[src/rtl/upg_boot_ctrl_pkg.sv]
// Shared encodings and defaults for the programming-mode boot controller.
// The state encoding doubles as the mode_o value, so the state register drives mode_o directly.
package upg_pkg;

  localparam logic [1:0] MODE_RUN  = 2'b00;
  localparam logic [1:0] MODE_PROG = 2'b01;
  localparam logic [1:0] MODE_HOLD = 2'b10;

  localparam int DEFAULT_DEBOUNCE_CYCLES = 200000;
  localparam int DEFAULT_RST_HOLD_CYCLES = 16;

  typedef enum logic [1:0] {
    ST_RUN  = MODE_RUN,
    ST_PROG = MODE_PROG,
    ST_HOLD = MODE_HOLD
  } upg_state_e;

  function automatic int upg_nbank(input int bank_sel_w);
    return 1 << bank_sel_w;
  endfunction

endpackage

[src/rtl/upg_boot_ctrl_if.sv]
// Write bus between the UART programmer and the memory banks, routed through the boot controller.
interface upg_boot_ctrl_if #(
  parameter int ADDR_W     = 15,
  parameter int BANK_SEL_W = 1,
  parameter int DATA_W     = 32
);
  import upg_pkg::*;
  localparam int NBANK = upg_nbank(BANK_SEL_W);

  // A write beat is upg_wen_i high at a clock edge; there is no back-pressure, so every
  // beat seen in PROG is taken and appears on the bank side exactly one cycle later.
  logic                         upg_wen_i;
  logic [ADDR_W-1:0]            upg_addr_i;
  logic [DATA_W-1:0]            upg_data_i;
  logic                         upg_done_i;
  logic [NBANK-1:0]             bank_wen_o;
  logic [ADDR_W-BANK_SEL_W-1:0] bank_addr_o;
  logic [DATA_W-1:0]            bank_data_o;

  modport master (
    input  upg_wen_i, upg_addr_i, upg_data_i, upg_done_i,
    output bank_wen_o, bank_addr_o, bank_data_o
  );

  modport slave (
    output upg_wen_i, upg_addr_i, upg_data_i, upg_done_i,
    input  bank_wen_o, bank_addr_o, bank_data_o
  );

endinterface

[src/rtl/upg_boot_ctrl_btn_debounce.sv]
// Start-button conditioner: 2-flop synchroniser, stable-high counter, one pulse per press.
module btn_debounce #(
  parameter int DEBOUNCE_CYCLES = 200000
) (
  input  logic fpga_clk,
  input  logic fpga_rst,
  input  logic start_btn,
  output logic start_pulse
);
  localparam int CNT_W = $clog2(DEBOUNCE_CYCLES) + 1;

  logic             sync_q1;
  logic             sync_q2;
  logic [CNT_W-1:0] cnt;
  logic             level;
  logic             hit;

  assign hit = (cnt == CNT_W'(DEBOUNCE_CYCLES - 1));

  always_ff @(posedge fpga_clk) begin
    if (fpga_rst) begin
      sync_q1     <= 1'b0;
      sync_q2     <= 1'b0;
      cnt         <= '0;
      level       <= 1'b0;
      start_pulse <= 1'b0;
    end else begin
      sync_q1     <= start_btn;
      sync_q2     <= sync_q1;
      start_pulse <= 1'b0;
      if (!sync_q2) begin
        cnt   <= '0;
        level <= 1'b0;
      end else if (hit) begin
        // Counter parks here while held; the pulse fires only on the level's first rise.
        level       <= 1'b1;
        start_pulse <= !level;
      end else begin
        cnt <= cnt + CNT_W'(1);
      end
    end
  end

endmodule

[src/rtl/upg_boot_ctrl.sv]
// Programming-mode controller: RUN/PROG/HOLD sequencing, UART/CPU resets and bank write demux.
module upg_boot_ctrl
  import upg_pkg::*;
#(
  parameter int DEBOUNCE_CYCLES = DEFAULT_DEBOUNCE_CYCLES,
  parameter int RST_HOLD_CYCLES = DEFAULT_RST_HOLD_CYCLES,
  parameter int ADDR_W          = 15,
  parameter int BANK_SEL_W      = 1,
  parameter int DATA_W          = 32
) (
  input  logic                   fpga_clk,
  input  logic                   fpga_rst,
  input  logic                   start_btn,
  upg_boot_ctrl_if.master        bus,
  output logic                   upg_rst_o,
  output logic                   cpu_rst_o,
  output logic [1:0]             mode_o,
  output logic [ADDR_W:0]        word_cnt_o
);
  localparam int NBANK  = upg_nbank(BANK_SEL_W);
  localparam int CNT_W  = ADDR_W + 1;
  localparam int HOLD_W = $clog2(RST_HOLD_CYCLES) + 1;
  localparam int LOW_W  = ADDR_W - BANK_SEL_W;

  upg_state_e           state, state_n;
  logic [HOLD_W-1:0]    hold_cnt, hold_cnt_n;
  logic [CNT_W-1:0]     word_cnt_n;
  logic                 upg_rst_n, cpu_rst_n;
  logic                 upg_done_q;
  logic                 done_rise;
  logic                 start_pulse;
  logic                 beat_ok;
  logic [BANK_SEL_W-1:0] bank_sel;
  logic [NBANK-1:0]     bank_wen_n;

  btn_debounce #(
    .DEBOUNCE_CYCLES(DEBOUNCE_CYCLES)
  ) u_btn_debounce (
    .fpga_clk   (fpga_clk),
    .fpga_rst   (fpga_rst),
    .start_btn  (start_btn),
    .start_pulse(start_pulse)
  );

  assign done_rise = bus.upg_done_i & ~upg_done_q;
  assign bank_sel  = bus.upg_addr_i[ADDR_W-1 -: BANK_SEL_W];
  assign mode_o    = state;

  always_comb begin
    state_n    = state;
    hold_cnt_n = hold_cnt;
    word_cnt_n = word_cnt_o;
    beat_ok    = 1'b0;
    upg_rst_n  = 1'b1;
    case (state)
      ST_HOLD: begin
        if (hold_cnt == HOLD_W'(RST_HOLD_CYCLES - 1)) begin
          state_n    = ST_RUN;
          hold_cnt_n = '0;
        end else begin
          hold_cnt_n = hold_cnt + HOLD_W'(1);
        end
      end
      ST_RUN: begin
        if (start_pulse) begin
          state_n    = ST_PROG;
          word_cnt_n = '0;
        end
      end
      ST_PROG: begin
        if (start_pulse) begin
          // Restart wins over done; the beat in this cycle belongs to the old session.
          word_cnt_n = '0;
        end else begin
          beat_ok = bus.upg_wen_i;
          if (beat_ok && (word_cnt_o != '1)) word_cnt_n = word_cnt_o + CNT_W'(1);
          if (done_rise) begin
            state_n    = ST_HOLD;
            hold_cnt_n = '0;
          end
        end
      end
      default: begin
        state_n    = ST_HOLD;
        hold_cnt_n = '0;
      end
    endcase
    if (state_n == ST_PROG && !(state == ST_PROG && start_pulse)) upg_rst_n = 1'b0;
    cpu_rst_n  = (state_n != ST_RUN);
    bank_wen_n = beat_ok ? (NBANK'(1) << bank_sel) : '0;
  end

  always_ff @(posedge fpga_clk) begin
    if (fpga_rst) begin
      state           <= ST_HOLD;
      hold_cnt        <= '0;
      word_cnt_o      <= '0;
      upg_rst_o       <= 1'b1;
      cpu_rst_o       <= 1'b1;
      upg_done_q      <= 1'b0;
      bus.bank_wen_o  <= '0;
      bus.bank_addr_o <= '0;
      bus.bank_data_o <= '0;
    end else begin
      state          <= state_n;
      hold_cnt       <= hold_cnt_n;
      word_cnt_o     <= word_cnt_n;
      upg_rst_o      <= upg_rst_n;
      cpu_rst_o      <= cpu_rst_n;
      upg_done_q     <= bus.upg_done_i;
      bus.bank_wen_o <= bank_wen_n;
      if (beat_ok) begin
        bus.bank_addr_o <= bus.upg_addr_i[LOW_W-1:0];
        bus.bank_data_o <= bus.upg_data_i;
      end
    end
  end

endmodule

[src/flat_wrapper.sv]
// flat-port wrapper written by rule: the top's interface ports become plain ports
module upg_boot_ctrl_flat import upg_pkg::*;
#(
  parameter int DEBOUNCE_CYCLES = DEFAULT_DEBOUNCE_CYCLES,
  parameter int RST_HOLD_CYCLES = DEFAULT_RST_HOLD_CYCLES,
  parameter int ADDR_W          = 15,
  parameter int BANK_SEL_W      = 1,
  parameter int DATA_W          = 32
)
  (fpga_clk, fpga_rst, start_btn, upg_rst_o, cpu_rst_o, mode_o, word_cnt_o, bus_upg_wen_i, bus_upg_addr_i, bus_upg_data_i, bus_upg_done_i, bus_bank_wen_o, bus_bank_addr_o, bus_bank_data_o);
  upg_boot_ctrl_if #(.ADDR_W(ADDR_W), .BANK_SEL_W(BANK_SEL_W), .DATA_W(DATA_W)) bus_i ();
  input  logic fpga_clk;
  input  logic fpga_rst;
  input  logic start_btn;
  output logic upg_rst_o;
  output logic cpu_rst_o;
  output logic [1:0] mode_o;
  output logic [ADDR_W:0] word_cnt_o;
  input wire logic [$bits(bus_i.upg_wen_i)-1:0] bus_upg_wen_i;
  input wire logic [$bits(bus_i.upg_addr_i)-1:0] bus_upg_addr_i;
  input wire logic [$bits(bus_i.upg_data_i)-1:0] bus_upg_data_i;
  input wire logic [$bits(bus_i.upg_done_i)-1:0] bus_upg_done_i;
  output wire logic [$bits(bus_i.bank_wen_o)-1:0] bus_bank_wen_o;
  output wire logic [$bits(bus_i.bank_addr_o)-1:0] bus_bank_addr_o;
  output wire logic [$bits(bus_i.bank_data_o)-1:0] bus_bank_data_o;
  assign bus_i.upg_wen_i = bus_upg_wen_i;
  assign bus_i.upg_addr_i = bus_upg_addr_i;
  assign bus_i.upg_data_i = bus_upg_data_i;
  assign bus_i.upg_done_i = bus_upg_done_i;
  assign bus_bank_wen_o = bus_i.bank_wen_o;
  assign bus_bank_addr_o = bus_i.bank_addr_o;
  assign bus_bank_data_o = bus_i.bank_data_o;
  upg_boot_ctrl #(.DEBOUNCE_CYCLES(DEBOUNCE_CYCLES), .RST_HOLD_CYCLES(RST_HOLD_CYCLES), .ADDR_W(ADDR_W), .BANK_SEL_W(BANK_SEL_W), .DATA_W(DATA_W)) u_core (.fpga_clk(fpga_clk), .fpga_rst(fpga_rst), .start_btn(start_btn), .bus(bus_i), .upg_rst_o(upg_rst_o), .cpu_rst_o(cpu_rst_o), .mode_o(mode_o), .word_cnt_o(word_cnt_o));
endmodule
[config.mk]
export PLATFORM = sky130hd
export DESIGN_NAME = upg_boot_ctrl_flat
export DESIGN_NICKNAME = d
export VERILOG_FILES = /design/src/rtl/upg_boot_ctrl_pkg.sv /design/src/rtl/upg_boot_ctrl_if.sv /design/src/rtl/upg_boot_ctrl_btn_debounce.sv /design/src/rtl/upg_boot_ctrl.sv /design/src/flat_wrapper.sv
export SDC_FILE = /design/constraint.sdc
export NUM_CORES = 1
export LEC_CHECK = 0
export CAP_MARGIN = 20
export CELL_PAD_IN_SITES_DETAIL_PLACEMENT = 1
export CELL_PAD_IN_SITES_GLOBAL_PLACEMENT = 2
export CORE_MARGIN = 8
export CORE_UTILIZATION = 29
export CTS_CLUSTER_SIZE = 16
export DETAILED_ROUTE_END_ITERATION = 16
export PLACE_DENSITY = 0.84
export SLEW_MARGIN = 20
export SYNTH_ARGS = -nofsm -noshare
export SYNTH_HDL_FRONTEND = slang
export SYNTH_HIERARCHICAL = 1
export SYNTH_SLANG_ARGS = --single-unit
[constraint.sdc]
create_clock -name fpga_clk -period 5.2 [get_ports fpga_clk]
set_clock_uncertainty 0.05 [all_clocks]
set_input_delay 1.3 -clock fpga_clk [delete_from_list [all_inputs] [get_ports fpga_clk]]
set_output_delay 1.3 -clock fpga_clk [all_outputs]
set_load 0.02 [all_outputs]
After elaboration in Yosys (flattened, before gate mapping)

Cells that the tools add are included.

Output and inout bits: 68
Flip-flop bits (word level): 97
Input port bits: 52

Muxes and demuxes: 16
Reductions and logical operators: 13
Add/subtract/negate cells: 3
Shift operators: 1
Bitwise operators: 6
Equality and inequality tests: 10

Operators by type and width:

| kind                                                                     | count |
|---|---|
| 16-bit 2-to-1 mux                                                        | 3 |
| 16-bit one-hot mux with 2 select lines                                   | 1 |
| 19-bit by 1-bit adder with 19-bit output (second input constant)         | 1 |
| 19-bit by 18-bit == test with 1-bit output (second input constant)       | 1 |
| 16-bit by 1-bit adder with 16-bit output (second input constant)         | 1 |
| 16-bit inequality test (second input constant)                           | 1 |
| 5-bit 2-to-1 mux                                                         | 3 |
| 5-bit one-hot mux with 3 select lines                                    | 1 |
| 2-bit 2-to-1 mux                                                         | 4 |
| 2-bit one-hot mux with 3 select lines                                    | 1 |
| 3-bit AND reduction                                                      | 2 |
| 5-bit by 1-bit adder with 5-bit output (second input constant)           | 1 |
| 5-bit by 4-bit == test with 1-bit output (second input constant)         | 1 |
| 1-bit inverter                                                           | 5 |
| 2-bit by 1-bit == test with 1-bit output (second input constant)         | 2 |
| 2-bit inequality test (second input constant)                            | 2 |
| 2-bit nonzero test                                                       | 2 |
| 2-bit OR reduction                                                       | 2 |
| 1-bit logical AND                                                        | 3 |
| 1-bit 2-to-1 mux                                                         | 3 |
| 3-bit by 2-bit inequality test with 1-bit output (second input constant) | 1 |
| 3-bit OR reduction                                                       | 1 |
| 2-bit == test (second input constant)                                    | 1 |
| 1-bit logical NOT                                                        | 2 |
| 4 further kinds                                                          | 4 |

Longest topological paths before layout

Gate-level depths: netlist of the first run.

Depth after elaboration: 8
Mapped depth: 7
Gate-level depth less buffers: 5

Modules after synthesis

Netlist of the first run, hierarchy kept.

By module, submodules not included:

| module        | times used | sequential area each (um^2) | area an instance (um^2) | cells each |
|---|---|---|---|---|
| upg_boot_ctrl | 1          | 1481.4                      | 2962.8                  | 361 |
| btn_debounce  | 1          | 460.4                       | 1039.7                  | 118 |

Worst setup path after synthesis of the first run

Ideal clock, no wire load.

Kind: input-to-reg
Start: input port fpga_rst
End: register u_core.word_cnt_o[15]
Buffers on the path: 0
Stages: 4
Data required time: 5071 ps
Path slack: 2715 ps
Setup time: 79 ps
Arrival: 2356 ps
Path through: nor4b_4 -> nand2_2 -> or4_1 -> o211ai_1

RTL lines:

| what                   | line                 | source |
|---|---|---|
| start: declaration     | flat_wrapper.sv:13   | `input logic fpga_rst;` |
| end signal: assignment | upg_boot_ctrl.sv:107 | `word_cnt_o <= word_cnt_n;` |
| end: declaration       | upg_boot_ctrl.sv:18  | `output logic [ADDR_W:0] word_cnt_o` |

Worst setup path in the final report of the first run

Start: input port bus_upg_wen_i
End: register u_core.word_cnt_o[7]

Cells in the longest elaborated chain, start to end: 3

Ends and longest elaborated chain:

| what                                                              | line                | source |
|---|---|---|
| start: declaration                                                | flat_wrapper.sv:19  | `input wire logic [$bits(bus_i.upg_wen_i)-1:0] bus_upg_wen_i;` |
| 1-bit logical AND                                                 | upg_boot_ctrl.sv:76 | `if (beat_ok && (word_cnt_o != '1)) word_cnt_n = word_cnt_o + CNT_W'(1);` |
| 3-bit by 2-bit inequality test with 1-bit output (no source line) | --                  |  |
| 3-bit AND reduction (no source line)                              | --                  |  |

No other way between the ends.
A chain may end at the register's enable or synchronous reset.

==> results of run 1 <==
[metrics by stage]
step                      instances  worst slack (ns)
final                           769              2.12
after global routing            769              2.03
after CTS                       769              2.18
after detailed placement        753              1.81
after global placement          753              1.91
after floorplan                 479              2.71
[power breakdown]
part / internal [uW] / total [uW] / switching (uW)
sequential: 746 / 749 / 3.00
combinational: 39.0 / 61.2 / 22.3
clock: 471 / 759 / 288
[cell usage in the layout (no fill, tap or decap), drive strengths merged, types with 2 or more instances in the layout]
| cell | Yosys | routed |
|---|---|---|
| a211oi | 3 | 3 |
| a21oi | 57 | 57 |
| a31o | 2 | 2 |
| a31oi | 18 | 18 |
| and2 | 2 | 2 |
| and3 | 5 | 5 |
| buf | 17 | 4 |
| bufinv | 0 | 3 |
| clkbuf | 11 | 9 |
| clkdlybuf4s50 | 0 | 118 |
| clkinv | 0 | 3 |
| dfxtp | 97 | 97 |
| ha | 3 | 3 |
| inv | 13 | 14 |
| mux2i | 3 | 3 |
| nand2 | 107 | 107 |
| nand2b | 5 | 5 |
| nand3 | 14 | 14 |
| nand3b | 4 | 4 |
| nand4 | 10 | 10 |
| nor2 | 24 | 24 |
| nor2b | 7 | 7 |
| nor3 | 11 | 11 |
| nor3b | 3 | 3 |
| nor4 | 10 | 10 |
| o211ai | 3 | 3 |
| o21ai | 15 | 15 |
| o31ai | 2 | 2 |
| or3 | 4 | 4 |
| or4 | 6 | 6 |
| xnor2 | 9 | 9 |
[kinds of logic (layout without fill, tap and decap cells)]
family	Yosys count	count (layout)	synth area share, %
and+or+nand+nor	216	216	27.1
AOI/OAI and AO/OA	108	108	15.7
DFF	97	97	48.5
buffers and inverters	41	151	4.56
xor gates and xnor gates	10	10	2.19
muxes	4	4	1.03
adders and majority gates	3	3	0.938
[layer usage]
metal	share of wire (%)	wire, um	GRT usage (%)	vias up
met5	0	0	0	-
met4	1.0	127	5.30	0
met3	5.5	692	3.61	8
met2	47	5860	22.2	94
met1	47	5820	17.2	1821
li1	-	-	-	1886
[registers in the layout, summed over array words and instances (netlist names)]
register,flops
u_core/u_btn_debounce/cnt,19
u_core/bus.bank_data_o,32
u_core/upg_rst_o,1
u_core/bus.bank_addr_o,14
u_core/upg_done_q,1
u_core/u_btn_debounce/sync_q2,1
u_core/word_cnt_o,16
u_core/mode_o,2
u_core/bus.bank_wen_o,2
u_core/u_btn_debounce/level,1
u_core/u_btn_debounce/sync_q1,1
u_core/hold_cnt,5
u_core/cpu_rst_o,1
u_core/u_btn_debounce/start_pulse,1
[critical path, delay by kind of cell]
family / cells / cell delay [ns]
buf+inv: 1 / 0.60
simple gates: 1 / 0.24
compound gates: 2 / 1.06
[worst paths after layout]
path / startpoint / to / slack (ns) / cells past startpoint
worst max-delay path: bus_upg_wen_i / u_core/word_cnt_o[7] / 2.12 / 4
worst min-delay path: u_core/u_btn_debounce/level / u_core/u_btn_debounce/start_pulse / 0.37 / 1
worst max register to register: u_core/mode_o[0] / u_core/word_cnt_o[15] / 2.88 / 4
worst min register to register: u_core/u_btn_debounce/level / u_core/u_btn_debounce/start_pulse / 0.37 / 1
[final cells by class]
type / instances / area share [%]
sequential: 97 / 34.4
multi-input combinational: 341 / 33.3
timing repair buffer: 122 / 21.4
clock buffer: 9 / 3.99
tap: 180 / 3.99
clock inverter: 7 / 2.08
inverter: 13 / 0.864
==> impl_metrics.toml, run 1 <==
[clocking]
cts_htree_levels = 3
cts-hold-fix-buffers = 0
ctsResizeCount = 0
cts_buffers = 9
cts_root_buffer = "clkbuf_16"
cts_setup_buffers = 0
cts.path.max_buffers = 2
path_clk_slew_ns = 0.07
cts_sinks = 97
tritoncts = "built"
clk_latency_ns = 0.34

[placement]
routabilityCongestion = 0.768
dpl-instance-area_um2 = 5300
dpl.hpwl_mm = 8.85
io_buffers = 119

[final_layout]
final-seq-area_um2 = 1940
area_growth_pct = 41.0
stdcell_area_um2 = 5650
nNetsFinal = 639
drive_above_1_share_pct = 5.94
final_util_pct = 41.3
nFillCells = 1619
multi_input_area_um2 = 1880
n_antenna_cell = 0

[timing]
finalSetupViolations = 0
drv_slew = 0
fin_tns_setup_ns = 0
post-route-period-util_pct = 59.2
fin_hold_ws_ns = 0.375
fin_crit_ns = 3.08
max_freq_ghz = 0.325
rsz0062_at_grt = "false"
finalHoldViolations = 0
worst_pin_slew_ns = 1.03
maxSlewHeadroom_pct = 30.8

[yosys]
synth_top_cell_area_share_pct = 48.5
ys.flop_type = "dfxtp_1"
yosys_warnings = 6
netlist_area_um2 = 4000
synth.area.top_cells = "dfxtp_1 (49%), nand2_1 (9.9%), a21oi_1 (7.0%)"
syn_inst = 479
ys_types = 53
synth_top_cells_by_count = "nand2_1 (106), dfxtp_1 (97), a21oi_1 (56)"
syn_avg_cell_area_um2 = 8.36
synth_edf_count = 0
syn_nets = 534
synth_top_area_cell = "dfxtp_1"
synth.most_common_cell = "nand2_1"
async_flop_share_pct = 0
ys_seq_elements = 97
seq_area_frac_synth_pct = 48.5

[detailed_routing]
drt_wl_total_mm = 12.5
drt_first_pass_iters = 4
wire_per_inst_um = 16.2
routed_via_density = 4.95
vias = 3809
drt_iter0_drc = 186
detail-route-antenna-nets = 0
post-route-drc-count = 0

[global_routing]
grt_usage_pct = 13.8
grt_pass1_vias = 3783
grt_max_degree = 63
gr-total-overflow = 0
grt_pass1_wl_mm = 20.0
antenna_found_initial = 0

[critical_path]
cp.arrival_ns = 3.21
slowest_delay_ns = 0.87
endpoint_kind = "register"
crit_path_start_kind = "input port"
path_class = "input port to register"
crit_slowest_cell = "o21ai_1"
critPathMaxFanout = 12
worstPathCellList = "clkdlybuf4s50_1 > nand3b_1 > o21ai_1 > a31oi_1"
required_ns = 5.33

[outcome]
status = "complete, no violations"

[die]
row_count = 43
die_w_um = 133
die_height_um = 133
ios = 120
core_area_um2 = 13700
dieArea_um2 = 17800
start_util_pct = 29.3

[power]
p_leak_uw = 0.00182
ir_worst_vdd_mv = 0.156
p_per_area_nw_per_um2 = 278
total_power_uw = 1570

[run]
drv_cap = 0

[min_path]
hold_class = "register to register"
(Power assumes the default switching activity.)
==> run 2: changes to the inputs <==
Settings changed: CORE_UTILIZATION 29 to 24, PLACE_DENSITY 0.84 to 0.74.
Clock period 5.2 ns to 2.7 ns, I/O delays scaled along.
==> run 2 against run 1 <==
Effect of this change: cell area increased by 1.4%; worst hold slack better by 0.011 ns; worst setup slack got worse by 1.8 ns; highest routed layer unchanged; clock power up 77%; utilization shrank 6.5 points; global-route usage is 1.4 points lower; via count rose by 0.50%; largest power group is now registers; sequential power increased by 92%; critical path type is now register to primary output; sequential cell count did not move; critical endpoint is now mode_o[1]; routed wire length is 4.5% higher; combinational power rose by 96%; sequential share of layout area fell by 0.47 points.
==> impl_metrics.toml, run 2 (same netlist as run 1, synthesis figures left out) <==
[power]
p_leak_uw = 0.00183
p_per_area_nw_per_um2 = 508
ir_worst_vdd_mv = 0.279

[detailed_routing]
met3_wirelength_um = 614
met2WireLength_mm = 5.90
drt_first_pass_iters = 4
vias = 3828
wire_per_inst_um = 16.1
routed_via_density = 4.71
drt_iter0_drc = 122
detail-route-antenna-nets = 0
post-route-drc-count = 0
dr.max_layer_used = "met4"
drt_wl_total_mm = 13.1
wirelength_met1_mm = 6.39

[clocking]
cts_sinks = 97
cts.path.max_buffers = 2
cts_setup_buffers = 0
ctsResizeCount = 0
cts_htree_levels = 3
tritoncts = "built"
clk_latency_ns = 0.34
cts_root_buffer = "clkbuf_16"
cts_buffers = 9
path_clk_slew_ns = 0.07
cts-hold-fix-buffers = 0

[placement]
routabilityCongestion = 0.777
io_buffers = 119
dpl.hpwl_mm = 9.48

[timing]
finalHoldViolations = 0
drv_slew = 0
rsz0062_at_grt = "false"
max_freq_ghz = 0.419
worst_pin_slew_ns = 0.598
finalSetupViolations = 0
maxSlewHeadroom_pct = 59.7
post-route-period-util_pct = 88.3
fin_crit_ns = 2.38
fin_tns_setup_ns = 0
fin_hold_ws_ns = 0.386

[die]
die_height_um = 145
dieArea_um2 = 21100
die_w_um = 145
row_count = 47
ios = 120
core_area_um2 = 16500
start_util_pct = 24.3

[final_layout]
nFillCells = 1902
regMostFlops = "u_core/bus.bank_data_o"
layout_common_cells = "clkdlybuf4s50_1 (118), nand2_1 (106), dfxtp_1 (97)"
drive_above_1_share_pct = 6.58
mostFrequentLayoutCell = "clkdlybuf4s50_1"
largest_register_ff_count = 32
nNetsFinal = 643
n_antenna_cell = 0
area_growth_pct = 43.0
reg.largest.list = "u_core/bus.bank_data_o (32), u_core/u_btn_debounce/cnt (19), u_core/word_cnt_o (16)"

[global_routing]
gr-total-overflow = 0
grt_usage_pct = 12.3
grt_max_degree = 47
antenna_found_initial = 0
grt_pass1_vias = 3864
grt_pass1_wl_mm = 21.3

[critical_path]
critPathMaxFanout = 10
path_buf_inv = 1
crit_path_start_kind = "register"
path_class = "register to primary output"
crit_slowest_cell = "clkdlybuf4s50_1"
required_ns = 1.98
slowest_delay_ns = 0.74
cp.arrival_ns = 1.66
endpoint_kind = "primary output"
worstPathCellList = "clkdlybuf4s50_1"
crit_family = "buffers and inverters"

[run]
drv_cap = 0

[outcome]
status = "complete, no violations"

[min_path]
hold_class = "register to register"
run 2: cell types whose count changed in the layout (fill, tap and decap cells not counted), moves of 2 or more:
| cell | change |
|---|---|
| buf_4 | +2 |
| clkbuf_8 | +3 |
| bufinv_16 | -2 |
| clkinvlp_4 | +2 |
| buf_12 | +2 |
run 2: path summary, 6_finish.rpt:
kind | startpoint | to | slack, ns | depth (start not counted)
worst max register to register | u_core/word_cnt_o[4] | u_core/word_cnt_o[1] | 0.62 | 4
worst max-delay path | u_core/mode_o[1] | mode_o[1] | 0.32 | 1
worst min register to register | u_core/u_btn_debounce/level | u_core/u_btn_debounce/start_pulse | 0.39 | 1
worst min-delay path | u_core/u_btn_debounce/level | u_core/u_btn_debounce/start_pulse | 0.39 | 1
run 2: power breakdown:
part	switching (uW)	internal [uW]	leakage [uW]	total [uW]
Combinational	42.6	77.1	0.000895	120
Sequential	5.98	1440	0.000782	1440
Clock	551	793	0.000151	1340
run 2: routing by layer:
layer,vias to the layer above,global-route usage [%]
met5,-,0
met4,0,3.90
met3,11,3.54
met2,89,19.3
met1,1845,16.0
li1,1883,-
run 2: through the flow:
stage	util [%]	total power, uW	cell area (um2)	std cells	setup slack (ns)
final	34.8	2910	5720	813	0.316
after CTS	34.8	2970	5720	813	0.279
after floorplan	-	1500	4000	479	0.840
after global routing	34.8	3030	5720	813	0.226
after global placement	32.8	1590	5410	797	0.360
after detailed placement	32.8	1600	5410	797	0.362
run 2: area by class of cell:
class | instances | area, um2 | area share, %
inverters | 13 | 48.8 | 0.852
repair buffers | 126 | 1260 | 22.1
clock inverters | 4 | 50.0 | 0.874
multi-input cells | 341 | 1880 | 32.8
flip-flops and latches | 97 | 1940 | 33.9
clock buffers | 12 | 267 | 4.66
well taps | 220 | 275 | 4.81
